## config.mk

```make
export PLATFORM = sky130hd
export DESIGN_NAME = video_timing_controller_flat
export DESIGN_NICKNAME = d
export VERILOG_FILES = /design/src/rtl/video_timing_pkg.sv /design/src/rtl/video_timing_controller_if.sv /design/src/rtl/video_timing_controller_raster_counter.sv /design/src/rtl/video_timing_controller.sv /design/src/flat_wrapper.sv
export SDC_FILE = /design/constraint.sdc
export NUM_CORES = 1
export LEC_CHECK = 0
export BUFFER_PORTS_ARGS = -buffer_cell sky130_fd_sc_hd__buf_2
export CORE_ASPECT_RATIO = 0.8
export CORE_UTILIZATION = 28
export CTS_BUF_LIST = sky130_fd_sc_hd__clkbuf_8
export CTS_CLUSTER_DIAMETER = 150
export DETAILED_ROUTE_END_ITERATION = 12
export SKIP_LAST_GASP = 1
export SYNTH_ARGS = -nofsm -noshare
export SYNTH_HDL_FRONTEND = slang
export SYNTH_HIERARCHICAL = 1
export SYNTH_SLANG_ARGS = --single-unit
```

## constraint.sdc

```tcl
create_clock -name pixel_clock -period 5.26 [get_ports pixel_clock]
set_clock_uncertainty 0.15 [all_clocks]
set_input_delay 1.052 -clock pixel_clock [delete_from_list [all_inputs] [get_ports pixel_clock]]
set_output_delay 1.052 -clock pixel_clock [all_outputs]
set_load 0.02 [all_outputs]
```

## src/rtl/video_timing_pkg.sv

```systemverilog
// video_timing_pkg: mode timing table, mode indices, colour-bar constants and mode validity helper
package video_timing_pkg;
  localparam int TW = 12;
  typedef struct packed {
    logic [TW-1:0] h_active, h_fp, h_sync, h_bp, h_total;
    logic [TW-1:0] v_active, v_fp, v_sync, v_bp, v_total;
    logic          sync_pol;
  } timing_t;
  localparam logic [3:0] MODE_640X480 = 4'd0, MODE_1280X720 = 4'd1, MODE_1920X1080 = 4'd2;
  localparam timing_t MODE_TABLE [3] = '{
    '{12'd640, 12'd16, 12'd96, 12'd48, 12'd800, 12'd480, 12'd10, 12'd2, 12'd33, 12'd525, 1'b0},
    '{12'd1280, 12'd110, 12'd40, 12'd220, 12'd1650, 12'd720, 12'd5, 12'd5, 12'd20, 12'd750, 1'b1},
    '{12'd1920, 12'd88, 12'd44, 12'd148, 12'd2200, 12'd1080, 12'd4, 12'd5, 12'd36, 12'd1125, 1'b1}
  };
  localparam logic [23:0] RGB_WHITE = 24'hFFFFFF, RGB_YELLOW = 24'hFFFF00, RGB_CYAN = 24'h00FFFF,
                          RGB_GREEN = 24'h00FF00, RGB_MAGENTA = 24'hFF00FF, RGB_RED = 24'hFF0000,
                          RGB_BLUE = 24'h0000FF, RGB_BLACK = 24'h000000;
  localparam logic [7:0][23:0] BAR_RGB = {RGB_BLACK, RGB_BLUE, RGB_RED, RGB_MAGENTA,
                                          RGB_GREEN, RGB_CYAN, RGB_YELLOW, RGB_WHITE};
  function automatic logic mode_valid(input logic [3:0] m);
    return m <= MODE_1920X1080;
  endfunction
endpackage

```

## src/rtl/video_timing_controller_if.sv

```systemverilog
// video_timing_controller_if: mode request in, raster timing/colour out; master = controller, slave = sink
interface video_timing_controller_if #(parameter int CNT_W = 12);
  logic [3:0]       mode;
  logic             data_enable, horz_sync, vert_sync, frame_start, mode_error;
  logic [7:0]       red, green, blue;
  logic [CNT_W-1:0] pixel_x, pixel_y;
  logic [3:0]       mode_active;
  modport master (input mode, output data_enable, horz_sync, vert_sync, red, green, blue,
                  pixel_x, pixel_y, frame_start, mode_active, mode_error);
  modport slave (output mode, input data_enable, horz_sync, vert_sync, red, green, blue,
                 pixel_x, pixel_y, frame_start, mode_active, mode_error);
endinterface

```

## src/rtl/video_timing_controller_raster_counter.sv

```systemverilog
// raster_counter: h/v raster counters wrapping at the given totals, with end-of-frame flag
//   clk_i, rst_ni          clock, async active-low reset
//   h_total_i, v_total_i   totals of the mode being rasterised
//   h_cnt_o, v_cnt_o       current raster position
//   eof_o                  high on the last pixel of the frame
module raster_counter #(parameter int CNT_W = 12) (
  input  logic             clk_i,
  input  logic             rst_ni,
  input  logic [CNT_W-1:0] h_total_i,
  input  logic [CNT_W-1:0] v_total_i,
  output logic [CNT_W-1:0] h_cnt_o,
  output logic [CNT_W-1:0] v_cnt_o,
  output logic             eof_o
);
  logic [CNT_W-1:0] h_q, h_d, v_q, v_d;
  logic h_end;
  always_comb begin
    h_end = h_q == h_total_i - CNT_W'(1);
    eof_o = h_end && v_q == v_total_i - CNT_W'(1);
    h_d = h_end ? '0 : h_q + CNT_W'(1);
    v_d = eof_o ? '0 : h_end ? v_q + CNT_W'(1) : v_q;
  end
  always_ff @(posedge clk_i or negedge rst_ni)
    if (!rst_ni) begin
      h_q <= '0;
      v_q <= '0;
    end else begin
      h_q <= h_d;
      v_q <= v_d;
    end
  assign h_cnt_o = h_q;
  assign v_cnt_o = v_q;
endmodule

```

## src/rtl/video_timing_controller.sv

```systemverilog
// video_timing_controller: HDMI TX raster timing, sync/DE decode and pixel colour per selected mode
//   pixel_clock, reset_n   pixel clock, async active-low reset
//   vif (master)           mode in; DE, syncs, RGB, pixel_x/y, frame_start, mode_active, mode_error out
//   TEST_PATTERN_EN        defined: 8 vertical colour bars during DE; undefined: white during DE
//   T0..T2                 timing of modes 0..2, normally the package table
module video_timing_controller import video_timing_pkg::*; #(
  parameter int      DEFAULT_MODE = 0,
  parameter int      CNT_W        = 12,
  parameter timing_t T0           = MODE_TABLE[0],
  parameter timing_t T1           = MODE_TABLE[1],
  parameter timing_t T2           = MODE_TABLE[2]
) (
  input logic pixel_clock,
  input logic reset_n,
  video_timing_controller_if.master vif
);
  // slot 3 is never selected since mode_q only holds valid modes
  localparam timing_t TT [4] = '{T0, T1, T2, T0};
  logic [CNT_W-1:0] h_cnt, v_cnt, x_q, y_q;
  logic [3:0] mode_q;
  logic [1:0] mi;
  logic eof, err_q, de_q, hs_q, vs_q, fs_q, de_d, hs_d, vs_d;
  logic [23:0] rgb_q, rgb_d;
  assign mi = mode_q[1:0];
  raster_counter #(.CNT_W(CNT_W)) u_cnt (
    .clk_i    (pixel_clock),
    .rst_ni   (reset_n),
    .h_total_i(CNT_W'(TT[mi].h_total)),
    .v_total_i(CNT_W'(TT[mi].v_total)),
    .h_cnt_o  (h_cnt),
    .v_cnt_o  (v_cnt),
    .eof_o    (eof)
  );
  // sync level is the in-window flag XNOR polarity, so negative-polarity syncs idle high
  always_comb begin
    de_d = h_cnt < CNT_W'(TT[mi].h_active) && v_cnt < CNT_W'(TT[mi].v_active);
    hs_d = (h_cnt >= CNT_W'(TT[mi].h_active + TT[mi].h_fp) &&
            h_cnt < CNT_W'(TT[mi].h_active + TT[mi].h_fp + TT[mi].h_sync)) ~^ TT[mi].sync_pol;
    vs_d = (v_cnt >= CNT_W'(TT[mi].v_active + TT[mi].v_fp) &&
            v_cnt < CNT_W'(TT[mi].v_active + TT[mi].v_fp + TT[mi].v_sync)) ~^ TT[mi].sync_pol;
  end
`ifdef TEST_PATTERN_EN
  logic [2:0] bar;
  // bar index = number of bar boundaries (k * active/8) at or left of the pixel
  always_comb begin
    bar = 3'd0;
    for (int k = 1; k < 8; k++)
      if (h_cnt >= CNT_W'(k) * CNT_W'(TT[mi].h_active >> 3)) bar = 3'(k);
  end
  assign rgb_d = de_d ? BAR_RGB[bar] : 24'h0;
`else
  assign rgb_d = de_d ? RGB_WHITE : 24'h0;
`endif
  always_ff @(posedge pixel_clock or negedge reset_n)
    if (!reset_n) begin
      mode_q <= 4'(DEFAULT_MODE);
      err_q  <= 1'b0;
      de_q   <= 1'b0;
      hs_q   <= ~TT[DEFAULT_MODE].sync_pol;
      vs_q   <= ~TT[DEFAULT_MODE].sync_pol;
      rgb_q  <= '0;
      x_q    <= '0;
      y_q    <= '0;
      fs_q   <= 1'b0;
    end else begin
      if (eof) begin
        mode_q <= mode_valid(vif.mode) ? vif.mode : mode_q;
        err_q  <= !mode_valid(vif.mode);
      end
      de_q  <= de_d;
      hs_q  <= hs_d;
      vs_q  <= vs_d;
      rgb_q <= rgb_d;
      x_q   <= de_d ? h_cnt : '0;
      y_q   <= de_d ? v_cnt : '0;
      fs_q  <= h_cnt == '0 && v_cnt == '0;
    end
  assign vif.data_enable = de_q;
  assign vif.horz_sync   = hs_q;
  assign vif.vert_sync   = vs_q;
  assign {vif.red, vif.green, vif.blue} = rgb_q;
  assign vif.pixel_x     = x_q;
  assign vif.pixel_y     = y_q;
  assign vif.frame_start = fs_q;
  assign vif.mode_active = mode_q;
  assign vif.mode_error  = err_q;
endmodule

```

## src/flat_wrapper.sv

```systemverilog
// flat-port wrapper written by rule: the top's interface ports become plain ports
module video_timing_controller_flat import video_timing_pkg::*;
#(
  parameter int      DEFAULT_MODE = 0,
  parameter int      CNT_W        = 12,
  parameter timing_t T0           = MODE_TABLE[0],
  parameter timing_t T1           = MODE_TABLE[1],
  parameter timing_t T2           = MODE_TABLE[2]
)
  (pixel_clock, reset_n, vif_mode, vif_data_enable, vif_horz_sync, vif_vert_sync, vif_red, vif_green, vif_blue, vif_pixel_x, vif_pixel_y, vif_frame_start, vif_mode_active, vif_mode_error);
  video_timing_controller_if #(.CNT_W(CNT_W)) vif_i ();
  input logic pixel_clock;
  input logic reset_n;
  input wire logic [$bits(vif_i.mode)-1:0] vif_mode;
  output wire logic [$bits(vif_i.data_enable)-1:0] vif_data_enable;
  output wire logic [$bits(vif_i.horz_sync)-1:0] vif_horz_sync;
  output wire logic [$bits(vif_i.vert_sync)-1:0] vif_vert_sync;
  output wire logic [$bits(vif_i.red)-1:0] vif_red;
  output wire logic [$bits(vif_i.green)-1:0] vif_green;
  output wire logic [$bits(vif_i.blue)-1:0] vif_blue;
  output wire logic [$bits(vif_i.pixel_x)-1:0] vif_pixel_x;
  output wire logic [$bits(vif_i.pixel_y)-1:0] vif_pixel_y;
  output wire logic [$bits(vif_i.frame_start)-1:0] vif_frame_start;
  output wire logic [$bits(vif_i.mode_active)-1:0] vif_mode_active;
  output wire logic [$bits(vif_i.mode_error)-1:0] vif_mode_error;
  assign vif_i.mode = vif_mode;
  assign vif_data_enable = vif_i.data_enable;
  assign vif_horz_sync = vif_i.horz_sync;
  assign vif_vert_sync = vif_i.vert_sync;
  assign vif_red = vif_i.red;
  assign vif_green = vif_i.green;
  assign vif_blue = vif_i.blue;
  assign vif_pixel_x = vif_i.pixel_x;
  assign vif_pixel_y = vif_i.pixel_y;
  assign vif_frame_start = vif_i.frame_start;
  assign vif_mode_active = vif_i.mode_active;
  assign vif_mode_error = vif_i.mode_error;
  video_timing_controller #(.DEFAULT_MODE(DEFAULT_MODE), .CNT_W(CNT_W), .T0(T0), .T1(T1), .T2(T2)) u_core (.pixel_clock(pixel_clock), .reset_n(reset_n), .vif(vif_i));
endmodule
```

==> impl_metrics.prom, run 1 <==
# TYPE chip_impl_metric gauge
chip_impl_info{name="status",value="complete, no violations"} 1
chip_impl_metric{name="globalRouteTotalUtil",unit=""} 0.136
chip_impl_info{name="crit-reg2reg-capture",value="u_core/vif.mode_active[0]$_DFFE_PN0P_"} 1
chip_impl_metric{name="yosysSeqAreaShare",unit=""} 0.306
chip_impl_metric{name="detailed_route_drc_error_count",unit=""} 0
chip_impl_metric{name="hold_viol",unit=""} 0
chip_impl_info{name="yosys_most_used_dff",value="sky130_fd_sc_hd__dfrtp_1"} 1
chip_impl_metric{name="synth_async_sr_flop_share",unit=""} 1.00
chip_impl_metric{name="path_clk_slew",unit="ns"} 0.06
chip_impl_metric{name="dp_hpwl",unit="um"} 7930
chip_impl_info{name="unrepaired_setup_endpoints_after_global_routing",value="false"} 1
chip_impl_metric{name="grt_pass1_wl",unit="um"} 18800
chip_impl_metric{name="power.ir.vdd_worst",unit="V"} 0.000117
chip_impl_metric{name="core",unit="um2"} 16000
chip_impl_metric{name="htree_levels",unit=""} 3
chip_impl_metric{name="route.detailed.wl_per_inst",unit="um"} 13.9
chip_impl_metric{name="number_of_synthesized_flops_with_an_enable_pin",unit=""} 0
chip_impl_metric{name="ff2ff_path_depth",unit=""} 11
chip_impl_info{name="worstSetupEndpointType",value="register"} 1
chip_impl_metric{name="power.combinational.fraction",unit=""} 0.040
chip_impl_metric{name="floorplan.die_area",unit="um2"} 17200
chip_impl_metric{name="cts_sinks",unit=""} 57
chip_impl_metric{name="timing.slew.headroom",unit=""} 0.456
chip_impl_metric{name="detail_route.wirelength",unit="um"} 11100
chip_impl_metric{name="antenna_cells",unit=""} 0
chip_impl_metric{name="holdBufCountCts",unit=""} 0
chip_impl_metric{name="flow.area_growth_from_synthesis",unit="%"} 14.4
chip_impl_metric{name="cp_data_required_time",unit="ns"} 5.33
chip_impl_metric{name="power_frac_clock",unit=""} 0.480
chip_impl_info{name="most_common_cell_after_layout_fill_and_taps_aside",value="sky130_fd_sc_hd__buf_2"} 1
chip_impl_metric{name="total_power_divided_by_cell_area",unit="nW/um2"} 172
chip_impl_metric{name="detail_route.vias_per_cell",unit=""} 4.89
chip_impl_metric{name="report.final.slew_viol_count",unit=""} 0
chip_impl_metric{name="floorplan.io_pins",unit=""} 63
chip_impl_metric{name="vias",unit=""} 3918
chip_impl_metric{name="power_report.internal_total",unit="uW"} 714
chip_impl_metric{name="dr.pass1.iters",unit=""} 4
chip_impl_metric{name="final_layout_size_suffix_gt1_frac",unit=""} 0.223
chip_impl_metric{name="netlist_area",unit="um2"} 4660
chip_impl_metric{name="initial_antenna_violation_count",unit=""} 0
chip_impl_metric{name="fillCellCount",unit=""} 1647
chip_impl_info{name="ctsRootBufferMaster",value="sky130_fd_sc_hd__clkbuf_8"} 1
chip_impl_metric{name="tritoncts.num_buffers",unit=""} 9
chip_impl_metric{name="detailedRoute.firstIterationViolations",unit=""} 163
chip_impl_info{name="setup.worst_path.class",value="reg2reg"} 1
chip_impl_metric{name="insertion_delay",unit="ns"} 0.34
chip_impl_metric{name="worst_ep_arrival_time",unit="ns"} 3.93
chip_impl_metric{name="grt_max_degree",unit=""} 58
chip_impl_metric{name="globalplace.congestion",unit=""} 0.808
chip_impl_metric{name="setup-violations-final",unit=""} 0
chip_impl_info{name="tritoncts_clock_tree",value="done"} 1
chip_impl_metric{name="io_buffer_count",unit=""} 62
chip_impl_metric{name="postSynthCellCount",unit=""} 519
chip_impl_metric{name="clockBufferDepth",unit=""} 2
chip_impl_metric{name="drv.max_cap_violation_count",unit=""} 0
chip_impl_metric{name="switching_share",unit=""} 0.220
chip_impl_info{name="source_of_the_worst_hold_timing_path",value="u_core/vif.mode_active[2]$_DFFE_PN0P_"} 1
chip_impl_metric{name="tightest_slew",unit="ns"} 0.813
chip_impl_metric{name="dieWidth",unit="um"} 146
chip_impl_info{name="critical_path.startpoint_type",value="register"} 1
chip_impl_metric{name="timing.fmax",unit="MHz"} 259
chip_impl_metric{name="post-route-min-period",unit="ns"} 3.86
chip_impl_metric{name="post-cts-setup-buffer-count",unit=""} 0
chip_impl_metric{name="drt.antenna.violating_nets",unit=""} 0
chip_impl_metric{name="final_min_period_over_clock_period",unit=""} 0.733
chip_impl_metric{name="finalSetupTns",unit="ns"} 0
chip_impl_metric{name="synth-seq-cells",unit=""} 57
chip_impl_metric{name="grt_pass1_vias",unit=""} 3669
chip_impl_metric{name="seqPwrFrac",unit=""} 0.480
chip_impl_metric{name="ctsResizeCount",unit=""} 0
chip_impl_metric{name="switchingPower",unit="uW"} 201
chip_impl_info{name="layout_common_cells",value="62 x sky130_fd_sc_hd__buf_2, 58 x sky130_fd_sc_hd__nand2_1, 55 x sky130_fd_sc_hd__dfrtp_1, 53 x sky130_fd_sc_hd__ha_1, 38 x sky130_fd_sc_hd__nor2_1"} 1
chip_impl_info{name="hp-class",value="reg2reg"} 1
chip_impl_metric{name="global_route.overflow_total",unit=""} 0
chip_impl_metric{name="yosys_warnings",unit=""} 6
chip_impl_metric{name="die_height",unit="um"} 117
chip_impl_metric{name="rows",unit=""} 41
chip_impl_metric{name="leakagePower",unit="uW"} 0.00245
chip_impl_info{name="worstReg2RegStart",value="u_core/vif.mode_active[1]$_DFFE_PN0P_"} 1
chip_impl_metric{name="nNetsFinal",unit=""} 641
chip_impl_metric{name="ff2ff_setup_slack",unit="ns"} 1.40
chip_impl_metric{name="design_power_total",unit="uW"} 916
chip_impl_info{name="worst_hold_path.endpoint",value="u_core/vif.mode_active[2]$_DFFE_PN0P_"} 1
chip_impl_metric{name="initial_core_util",unit=""} 0.291
chip_impl_metric{name="postSynthAreaPerCell",unit="um2"} 8.99
chip_impl_metric{name="yosysUniqueCellTypes",unit=""} 67
chip_impl_metric{name="cp_max_fo",unit=""} 13
chip_impl_metric{name="timing.hold.worst_path_depth",unit=""} 1
-- routing by layer --
metal	wire length [um]	vias to the layer above	GRT usage
li1	-	1927	-
met1	5490	1861	0.188
met2	4870	117	0.213
met3	573	13	0.0233
met4	183	0	0.0449
met5	0	-	0
-- logic make-up after synthesis --
logic type,share of synthesized area
mux,0.0156
simple gates,0.241
fa+ha+maj,0.142
flops,0.306
other cells,0.00161
buf+inv,0.0741
xor+xnor,0.0751
compound gates,0.144
-- worst max path at each step --
stage	from	endpoint	slack (ns)	cells past startpoint
6_report	u_core/vif.mode_active[1]$_DFFE_PN0P_	u_core/vif.mode_active[0]$_DFFE_PN0P_	1.40	11
5_1_grt	u_core/vif.mode_active[1]$_DFFE_PN0P_	u_core/vif.mode_active[0]$_DFFE_PN0P_	1.17	12
4_1_cts	u_core/vif.mode_active[1]$_DFFE_PN0P_	u_core/vif.mode_active[0]$_DFFE_PN0P_	1.44	11
3_5_place_dp	u_core/vif.mode_active[1]$_DFFE_PN0P_	u_core/vif.mode_active[1]$_DFFE_PN0P_	1.47	11
3_3_place_gp	u_core/vif.mode_active[1]$_DFFE_PN0P_	u_core/vif.mode_active[1]$_DFFE_PN0P_	1.56	11
2_1_floorplan	u_core/vif.mode_active[0]$_DFFE_PN0P_	u_core/vif.mode_active[0]$_DFFE_PN0P_	1.40	11
-- through the flow --
step,instance area [um2],instances,hold slack [ns],worst slack [ns],utilization
after floorplan,4750,541,0.392,1.40,-
after global placement,5130,786,0.316,1.56,0.320
after detailed placement,5130,786,0.322,1.47,0.320
after CTS,5340,802,0.337,1.44,0.333
after global routing,5340,802,0.349,1.17,0.333
final,5340,802,0.331,1.40,0.333
-- power by group through the flow --
stage	combinational (uW)	clock [uW]	sequential [uW]
CTS	36.8	449	440
global placement	36.7	0	448
finish	36.3	439	440
floorplan	20.0	0	450
global route	42.4	469	440
detailed placement	36.6	0	448
-- flip-flops by register name, indices dropped and copies added, names as in the netlist --
| signal | count |
|---|---|
| u_core/rgb_q | 1 |
| u_core/u_cnt/h_cnt_o | 12 |
| u_core/u_cnt/v_cnt_o | 12 |
| u_core/vif.frame_start | 1 |
| u_core/vif.horz_sync | 1 |
| u_core/vif.mode_active | 4 |
| u_core/vif.mode_error | 1 |
| u_core/vif.pixel_x | 12 |
| u_core/vif.pixel_y | 12 |
| u_core/vif.vert_sync | 1 |
-- synthesized netlist by cell type (6+ instances only) --
master                      instances  share of area
sky130_fd_sc_hd__o21a_1             6         0.0097
sky130_fd_sc_hd__nand3_1           20          0.021
sky130_fd_sc_hd__nor3_1             9         0.0097
sky130_fd_sc_hd__a21oi_1           13          0.014
sky130_fd_sc_hd__nor2_1            38          0.031
sky130_fd_sc_hd__nor4_1            11          0.015
sky130_fd_sc_hd__nand4_1           10          0.013
sky130_fd_sc_hd__o31ai_2            8          0.021
sky130_fd_sc_hd__xor2_1            18          0.034
sky130_fd_sc_hd__ha_1              53           0.14
sky130_fd_sc_hd__nor2_2            20          0.027
sky130_fd_sc_hd__a2bb2oi_1          9          0.017
sky130_fd_sc_hd__dfrtp_1           55           0.30
sky130_fd_sc_hd__a211oi_1           8          0.013
sky130_fd_sc_hd__nand2_1           58          0.047
sky130_fd_sc_hd__nand2b_1           6         0.0081
sky130_fd_sc_hd__clkbuf_1          10         0.0081
sky130_fd_sc_hd__o21ai_0           14          0.015
sky130_fd_sc_hd__xnor2_1           22          0.041
sky130_fd_sc_hd__inv_1             20          0.016
sky130_fd_sc_hd__buf_4             24          0.039
-- critical path: stages (launching register included) --
cell	delay, ns
sky130_fd_sc_hd__dfrtp_1	0.42
sky130_fd_sc_hd__inv_1	0.09
sky130_fd_sc_hd__ha_1	0.33
sky130_fd_sc_hd__buf_4	0.24
sky130_fd_sc_hd__or4_1	0.55
sky130_fd_sc_hd__mux2i_1	0.15
sky130_fd_sc_hd__o31a_1	0.28
sky130_fd_sc_hd__nor4_1	0.33
sky130_fd_sc_hd__nand4_1	0.28
sky130_fd_sc_hd__nor2_1	0.31
sky130_fd_sc_hd__nand3_1	0.22
sky130_fd_sc_hd__mux2_1	0.36
-- layout make-up --
type                       count  area [um2]  area share
clock buffer                   9         124      0.0232
clock inverter                 7        86.3      0.0162
inverter                      20        75.1      0.0141
sequential                    57        1430       0.268
tap                          215         269      0.0504
multi-input combinational    423        2980       0.558
timing repair buffer          71         378      0.0708
Note: power is estimated with default switching activity, not from simulation.
==> run 2: changes to the inputs <==
ABC_AREA = 1   (was unset)
clock period = 3.5 ns   (was 5.26 ns; I/O delays follow)
==> run 2 against run 1 <==
Against the previous run:
- wire length up 13%
- first-iteration DRC count is 53% higher
- sequential cell count unchanged
- sequential power up 50%
- worst setup slack lost 0.94 ns
- utilization shrank 0.57 points
- critical path depth rose by 4
- via count up 19%
- non-clock buffer count is 2 higher
- synthesized cell count grew 42%
- combinational power is 52% higher
- final cell count is 33% higher
- highest routed layer unchanged
==> impl_metrics.prom, run 2 <==
# TYPE chip_impl_metric gauge
chip_impl_metric{name="floorplan.io_pins",unit=""} 63
chip_impl_metric{name="final_critical_path_setup_slack",unit="ns"} 0.469
chip_impl_metric{name="detail_route.vias_per_cell",unit=""} 4.37
chip_impl_metric{name="yosys_warnings",unit=""} 6
chip_impl_metric{name="fin_hold_ws",unit="ns"} 0.150
chip_impl_metric{name="yosysSeqAreaShare",unit=""} 0.272
chip_impl_metric{name="detailed_route_drc_error_count",unit=""} 0
chip_impl_metric{name="yosysTopAreaCellShare",unit=""} 0.262
chip_impl_info{name="most_common_cell_after_layout_fill_and_taps_aside",value="sky130_fd_sc_hd__nand2_1"} 1
chip_impl_metric{name="cts_sinks",unit=""} 57
chip_impl_metric{name="htree_levels",unit=""} 3
chip_impl_metric{name="worst_ep_arrival_time",unit="ns"} 3.08
chip_impl_info{name="worst_path_most_repeated_cell",value="sky130_fd_sc_hd__nor2_1"} 1
chip_impl_metric{name="multi_input_comb_area",unit="um2"} 3190
chip_impl_metric{name="synth-seq-cells",unit=""} 57
chip_impl_metric{name="setup-violations-final",unit=""} 0
chip_impl_info{name="critical_path.startpoint_type",value="register"} 1
chip_impl_metric{name="netlist_area",unit="um2"} 5250
chip_impl_info{name="unrepaired_setup_endpoints_after_global_routing",value="false"} 1
chip_impl_metric{name="antenna_cells",unit=""} 0
chip_impl_metric{name="max_stage_delay",unit="ns"} 0.43
chip_impl_metric{name="global_route.overflow_total",unit=""} 0
chip_impl_metric{name="core",unit="um2"} 18300
chip_impl_metric{name="route.detailed.wl_per_inst",unit="um"} 11.8
chip_impl_info{name="hp-class",value="in2async"} 1
chip_impl_metric{name="globalRouteTotalUtil",unit=""} 0.140
chip_impl_metric{name="total_power_divided_by_cell_area",unit="nW/um2"} 222
chip_impl_metric{name="path_clk_slew",unit="ns"} 0.07
chip_impl_metric{name="seqCellArea",unit="um2"} 1430
chip_impl_metric{name="number_of_synthesized_flops_with_an_enable_pin",unit=""} 0
chip_impl_metric{name="postSynthCellCount",unit=""} 737
chip_impl_metric{name="tritoncts.num_buffers",unit=""} 9
chip_impl_metric{name="timing.fmax",unit="MHz"} 330
chip_impl_metric{name="design_power_total",unit="uW"} 1330
chip_impl_metric{name="grt_max_degree",unit=""} 39
chip_impl_info{name="yosys_most_used_dff",value="sky130_fd_sc_hd__dfrtp_1"} 1
chip_impl_metric{name="flow.area_growth_from_synthesis",unit="%"} 14.1
chip_impl_metric{name="finalSetupTns",unit="ns"} 0
chip_impl_info{name="tritoncts_clock_tree",value="done"} 1
chip_impl_metric{name="clockBufferDepth",unit=""} 2
chip_impl_info{name="synth_area_leaders",value="sky130_fd_sc_hd__dfrtp_1 26%, sky130_fd_sc_hd__nand2_1 13%, sky130_fd_sc_hd__ha_1 13%"} 1
chip_impl_metric{name="insertion_delay",unit="ns"} 0.34
chip_impl_metric{name="grt_pass1_vias",unit=""} 4283
chip_impl_metric{name="ff2ff_setup_slack",unit="ns"} 0.47
chip_impl_metric{name="detail_route.wirelength",unit="um"} 12600
chip_impl_info{name="status",value="complete, no violations"} 1
chip_impl_metric{name="floorplan.die_area",unit="um2"} 19300
chip_impl_metric{name="power.ir.vdd_worst",unit="V"} 0.000131
chip_impl_metric{name="ff2ff_path_depth",unit=""} 15
chip_impl_metric{name="leakagePower",unit="uW"} 0.00316
chip_impl_metric{name="grt_pass1_wl",unit="um"} 21600
chip_impl_metric{name="rows",unit=""} 44
chip_impl_metric{name="initial_core_util",unit=""} 0.287
chip_impl_metric{name="detailedRoute.firstIterationViolations",unit=""} 250
chip_impl_info{name="ctsRootBufferMaster",value="sky130_fd_sc_hd__clkbuf_8"} 1
chip_impl_info{name="layout_common_cells",value="188 x sky130_fd_sc_hd__nand2_1, 110 x sky130_fd_sc_hd__inv_1, 62 x sky130_fd_sc_hd__buf_2, 56 x sky130_fd_sc_hd__nor2_1, 55 x sky130_fd_sc_hd__dfrtp_1"} 1
chip_impl_metric{name="hold_viol",unit=""} 0
chip_impl_metric{name="report.final.slew_viol_count",unit=""} 0
chip_impl_info{name="ys_top_cells_by_count",value="188 x sky130_fd_sc_hd__nand2_1, 109 x sky130_fd_sc_hd__inv_1, 56 x sky130_fd_sc_hd__nor2_1, 55 x sky130_fd_sc_hd__dfrtp_1"} 1
chip_impl_info{name="cp_cell_sequence",value="inv_1 > ha_2 > inv_1 > ha_1 > xnor2_1 > xor2_1 > o21ai_0 > nor2_1 > nand2_1 > nor2_1 > nand3_1 > nor2_1 > o211ai_1 > nand2_1 > o21ai_0"} 1
chip_impl_metric{name="yosysUniqueCellTypes",unit=""} 38
chip_impl_metric{name="io_buffer_count",unit=""} 62
chip_impl_info{name="worstReg2RegStart",value="u_core/vif.mode_active[1]$_DFFE_PN0P_"} 1
chip_impl_metric{name="dr.pass1.iters",unit=""} 8
chip_impl_metric{name="vias",unit=""} 4664
chip_impl_metric{name="die_height",unit="um"} 124
chip_impl_metric{name="synth_async_sr_flop_share",unit=""} 1.00
chip_impl_metric{name="post-route-min-period",unit="ns"} 3.03
chip_impl_info{name="crit-reg2reg-capture",value="u_core/vif.mode_active[1]$_DFFE_PN0P_"} 1
chip_impl_metric{name="nNetsFinal",unit=""} 868
chip_impl_metric{name="post_layout_nonfiller_instances",unit=""} 1067
chip_impl_metric{name="final_layout_size_suffix_gt1_frac",unit=""} 0.192
chip_impl_metric{name="cp_data_required_time",unit="ns"} 3.55
chip_impl_metric{name="postSynthAreaPerCell",unit="um2"} 7.13
chip_impl_metric{name="timing.slew.headroom",unit=""} 0.664
chip_impl_metric{name="drv.max_cap_violation_count",unit=""} 0
chip_impl_metric{name="dp_hpwl",unit="um"} 9790
chip_impl_info{name="worstSetupEndpointType",value="register"} 1
chip_impl_metric{name="drt.antenna.violating_nets",unit=""} 0
chip_impl_metric{name="inst_count_dp",unit=""} 1051
chip_impl_metric{name="initial_antenna_violation_count",unit=""} 0
chip_impl_info{name="critical_path_top_delay_cell",value="sky130_fd_sc_hd__dfrtp_1"} 1
chip_impl_metric{name="dieWidth",unit="um"} 155
chip_impl_metric{name="globalplace.congestion",unit=""} 0.851
chip_impl_info{name="setup.worst_path.class",value="reg2reg"} 1
chip_impl_metric{name="fillCellCount",unit=""} 1970
chip_impl_metric{name="final_min_period_over_clock_period",unit=""} 0.866
chip_impl_metric{name="tightest_slew",unit="ns"} 0.502
chip_impl_metric{name="preCtsSetupSlack",unit="ns"} 0.323
chip_impl_info{name="yosys.area.top_type",value="sky130_fd_sc_hd__dfrtp_1"} 1
chip_impl_metric{name="cp_max_fo",unit=""} 11
chip_impl_info{name="yosys.cell_count.top_type",value="sky130_fd_sc_hd__nand2_1"} 1
## run 2: routing by layer
layer,GRT usage,share of wire,vias up
li1,-,-,2435
met2,0.218,0.43,142
met4,0.0390,0.010,0
met3,0.0240,0.050,9
met5,0,0,-
met1,0.198,0.51,2078
## run 2: how the worst max path moves through the flow
stage	startpoint	end	slack (ns)	cells past startpoint
floorplan	u_core/vif.mode_active[1]$_DFFE_PN0P_	u_core/vif.mode_active[0]$_DFFE_PN0P_	0.33	15
detailed placement	u_core/vif.mode_active[1]$_DFFE_PN0P_	u_core/vif.mode_active[1]$_DFFE_PN0P_	0.32	15
global placement	u_core/vif.mode_active[1]$_DFFE_PN0P_	u_core/vif.mode_active[0]$_DFFE_PN0P_	0.41	15
global route	u_core/vif.mode_active[1]$_DFFE_PN0P_	u_core/vif.mode_active[1]$_DFFE_PN0P_	0.13	15
CTS	u_core/vif.mode_active[1]$_DFFE_PN0P_	u_core/vif.mode_active[1]$_DFFE_PN0P_	0.30	15
finish	u_core/vif.mode_active[1]$_DFFE_PN0P_	u_core/vif.mode_active[1]$_DFFE_PN0P_	0.47	15
## run 2: metrics by stage
stage | util | area (um2)
after CTS | 0.328 | 5990
final | 0.328 | 5990
after global routing | 0.328 | 5990
after floorplan | - | 5330
after detailed placement | 0.317 | 5790
after global placement | 0.317 | 5790
## run 2: logic make-up after synthesis
kind of cell	share of synthesized area
AND/OR/NAND/NOR	0.358
buffers and inverters	0.138
flip-flops	0.272
adder cells (fa/ha/maj)	0.126
AO/OA/AOI/OAI	0.0455
XOR/XNOR	0.0584
other	0.00143
## run 2: power breakdown
| part | internal, uW | switching (uW) | total, uW |
|---|---|---|---|
| sequential | 660 | 0.212 | 660 |
| clock | 343 | 271 | 614 |
| combinational | 16.0 | 39.4 | 55.3 |
## run 2: cell type report
| class | count | area share |
|---|---|---|
| clock inverter | 6 | 0.00982 |
| sequential | 57 | 0.239 |
| inverter | 125 | 0.0783 |
| multi-input combinational | 543 | 0.532 |
| timing repair buffer | 73 | 0.0656 |
| tap | 253 | 0.0529 |
| clock buffer | 10 | 0.0230 |
## run 2: repair_timing
action	in CTS	in global routing
gates resized for setup	0	1
endpoints found under the setup margin	0	2
buffers inserted	0	0
hold buffers	0	0
## run 2: worst max-delay path: cells and delay by family (launching register included)
| kind | cells | cell delay, ns |
|---|---|---|
| compound gates | 3 | 0.42 |
| flops | 1 | 0.43 |
| fa+ha+maj | 2 | 0.57 |
| buf+inv | 2 | 0.18 |
| simple gates | 6 | 0.75 |
| xor+xnor | 2 | 0.38 |
==> run 3: changes to the inputs <==
ABC_CLOCK_PERIOD_IN_PS = 3500   (was unset)
CAP_MARGIN = 25   (was unset)
RECOVER_POWER = 25   (was unset)
==> run 3 against run 2 <==
Against the previous run:
- worst hold slack better by 0.16 ns
- critical path depth unchanged
- sequential share of layout area hardly changed
- sequential cell count did not move
==> impl_metrics.prom, run 3 (synthesis gave the netlist of run 2 again) <==
# TYPE chip_impl_metric gauge
chip_impl_metric{name="final_critical_path_setup_slack",unit="ns"} 0.470
chip_impl_metric{name="preCtsSetupSlack",unit="ns"} 0.323
chip_impl_metric{name="route.detailed.wl_per_inst",unit="um"} 11.8
chip_impl_info{name="setup.worst_path.class",value="reg2reg"} 1
chip_impl_metric{name="cts_sinks",unit=""} 57
chip_impl_metric{name="worst_ep_arrival_time",unit="ns"} 3.08
chip_impl_info{name="critical_path_top_delay_cell",value="sky130_fd_sc_hd__dfrtp_1"} 1
chip_impl_metric{name="design_power_total",unit="uW"} 1330
chip_impl_metric{name="grt_pass1_vias",unit=""} 4283
chip_impl_metric{name="cp_data_required_time",unit="ns"} 3.55
chip_impl_metric{name="setup-violations-final",unit=""} 0
chip_impl_metric{name="detail_route.vias_per_cell",unit=""} 4.37
chip_impl_metric{name="report.final.slew_viol_count",unit=""} 0
chip_impl_metric{name="path_clk_slew",unit="ns"} 0.06
chip_impl_metric{name="timing.fmax",unit="MHz"} 330
chip_impl_metric{name="dp_hpwl",unit="um"} 9790
chip_impl_metric{name="detailedRoute.firstIterationViolations",unit=""} 250
chip_impl_info{name="layout_common_cells",value="188 x sky130_fd_sc_hd__nand2_1, 110 x sky130_fd_sc_hd__inv_1, 61 x sky130_fd_sc_hd__buf_2, 56 x sky130_fd_sc_hd__nor2_1, 55 x sky130_fd_sc_hd__dfrtp_1"} 1
chip_impl_info{name="tritoncts_clock_tree",value="done"} 1
chip_impl_metric{name="globalplace.congestion",unit=""} 0.851
chip_impl_metric{name="final_layout_size_suffix_gt1_frac",unit=""} 0.190
chip_impl_metric{name="initial_core_util",unit=""} 0.287
chip_impl_metric{name="final_min_period_over_clock_period",unit=""} 0.866
chip_impl_metric{name="floorplan.die_area",unit="um2"} 19300
chip_impl_metric{name="io_buffer_count",unit=""} 62
chip_impl_info{name="worst_path_most_repeated_cell",value="sky130_fd_sc_hd__nor2_1"} 1
chip_impl_metric{name="power.ir.vdd_worst",unit="V"} 0.000131
chip_impl_metric{name="cp_max_fo",unit=""} 11
chip_impl_metric{name="fillCellCount",unit=""} 1971
chip_impl_metric{name="globalRouteTotalUtil",unit=""} 0.140
chip_impl_info{name="hp-class",value="reg2reg"} 1
chip_impl_metric{name="holdBufCountCts",unit=""} 0
chip_impl_metric{name="total_power_divided_by_cell_area",unit="nW/um2"} 222
chip_impl_metric{name="post-cts-setup-buffer-count",unit=""} 0
chip_impl_metric{name="antenna_cells",unit=""} 0
chip_impl_metric{name="finalSetupTns",unit="ns"} 0
chip_impl_metric{name="nNetsFinal",unit=""} 868
chip_impl_metric{name="max_stage_delay",unit="ns"} 0.43
chip_impl_metric{name="flow.area_growth_from_synthesis",unit="%"} 14.0
chip_impl_info{name="status",value="complete, no violations"} 1
chip_impl_info{name="critical_path.startpoint_type",value="register"} 1
chip_impl_metric{name="detailed_route_drc_error_count",unit=""} 0
chip_impl_info{name="most_common_cell_after_layout_fill_and_taps_aside",value="sky130_fd_sc_hd__nand2_1"} 1
chip_impl_info{name="ctsRootBufferMaster",value="sky130_fd_sc_hd__clkbuf_8"} 1
chip_impl_metric{name="dieWidth",unit="um"} 155
chip_impl_metric{name="vias",unit=""} 4658
chip_impl_metric{name="global_route.overflow_total",unit=""} 0
chip_impl_metric{name="leakagePower",unit="uW"} 0.00316
chip_impl_metric{name="htree_levels",unit=""} 3
chip_impl_metric{name="timing.slew.headroom",unit=""} 0.282
chip_impl_metric{name="tritoncts.num_buffers",unit=""} 9
chip_impl_metric{name="hold_viol",unit=""} 0
chip_impl_metric{name="die_height",unit="um"} 124
chip_impl_metric{name="insertion_delay",unit="ns"} 0.34
chip_impl_info{name="worstSetupEndpointType",value="register"} 1
chip_impl_metric{name="detail_route.wirelength",unit="um"} 12600
chip_impl_metric{name="grt_max_degree",unit=""} 39
chip_impl_metric{name="rows",unit=""} 44
chip_impl_metric{name="grt_pass1_wl",unit="um"} 21600
chip_impl_metric{name="floorplan.io_pins",unit=""} 63
chip_impl_metric{name="fin_hold_ws",unit="ns"} 0.309
chip_impl_metric{name="drv.max_cap_violation_count",unit=""} 0
chip_impl_metric{name="post-route-min-period",unit="ns"} 3.03
chip_impl_info{name="cp_cell_sequence",value="inv_1 > ha_2 > inv_1 > ha_1 > xnor2_1 > xor2_1 > o21ai_0 > nor2_1 > nand2_1 > nor2_1 > nand3_1 > nor2_1 > o211ai_1 > nand2_1 > o21ai_0"} 1
chip_impl_metric{name="core",unit="um2"} 18300
chip_impl_metric{name="drt.antenna.violating_nets",unit=""} 0
chip_impl_metric{name="clockBufferDepth",unit=""} 2
chip_impl_metric{name="tightest_slew",unit="ns"} 1.08
chip_impl_metric{name="dr.pass1.iters",unit=""} 5
chip_impl_metric{name="initial_antenna_violation_count",unit=""} 0
chip_impl_info{name="unrepaired_setup_endpoints_after_global_routing",value="false"} 1
## run 3: cell types whose count changed in the layout (fill, tap and decap cells not counted)
cell / delta
sky130_fd_sc_hd__clkbuf_2: +1
sky130_fd_sc_hd__clkbuf_1: +1
sky130_fd_sc_hd__buf_2: -1
sky130_fd_sc_hd__buf_4: -1
## run 3: layer usage
layer / global-route usage / wire [um] / vias up
met1: 0.198 / 6510 / 2076
met3: 0.0240 / 609 / 9
li1: - / - / 2435
met2: 0.218 / 5340 / 138
met4: 0.0390 / 129 / 0
met5: 0 / 0 / -
## run 3: final cells by class
type / count / area, um2 / share of cell area
Clock inverter: 6 / 58.8 / 0.00982
Clock buffer: 10 / 138 / 0.0230
Inverter: 125 / 469 / 0.0784
Sequential cell: 57 / 1430 / 0.239
Multi-Input combinational cell: 543 / 3190 / 0.532
Timing Repair Buffer: 73 / 389 / 0.0650
Tap cell: 253 / 317 / 0.0529
## run 3: report_power, final
part           internal (uW)  switching [uW]  total [uW]
clock                    342             270         612
combinational           15.4            39.3        54.7
sequential               660           0.212         660
## run 3: path summary, 6_finish.rpt
path | slack [ns] | from | depth (start not counted) | to
setup / recovery | 0.47 | u_core/vif.mode_active[1]$_DFFE_PN0P_ | 15 | u_core/vif.mode_active[1]$_DFFE_PN0P_
hold / removal | 0.31 | u_core/vif.mode_active[3]$_DFFE_PN0P_ | 2 | u_core/vif.mode_active[3]$_DFFE_PN0P_
setup reg to reg | 0.47 | u_core/vif.mode_active[1]$_DFFE_PN0P_ | 15 | u_core/vif.mode_active[1]$_DFFE_PN0P_
hold reg to reg | 0.31 | u_core/vif.mode_active[3]$_DFFE_PN0P_ | 2 | u_core/vif.mode_active[3]$_DFFE_PN0P_
max in group asynchronous | 1.37 | reset_n | 2 | u_core/vif.mode_active[1]$_DFFE_PN0P_
min in group asynchronous | 0.38 | reset_n | 1 | u_core/vif.pixel_y[11]$_DFF_PN0_
## run 3: through the flow
step,util,cell area [um2],std cells
after floorplan,-,5330,758
after global placement,0.317,5790,1051
after detailed placement,0.317,5790,1051
after CTS,0.328,5990,1067
after global routing,0.327,5990,1067
final,0.327,5990,1067
## run 3: critical path, delay by kind of cell (launching register included)
| kind | cells | cell delay (ns) |
|---|---|---|
| and+or+nand+nor | 6 | 0.75 |
| adders and majority gates | 2 | 0.57 |
| DFF | 1 | 0.43 |
| AOI/OAI and AO/OA | 3 | 0.42 |
| xor gates and xnor gates | 2 | 0.38 |
| buffers and inverters | 2 | 0.18 |
## run 3: timing repair
action                                  CTS  global route
hold endpoints to repair                  0             0
resized for setup                         0             1
endpoints found under the setup margin    0             2
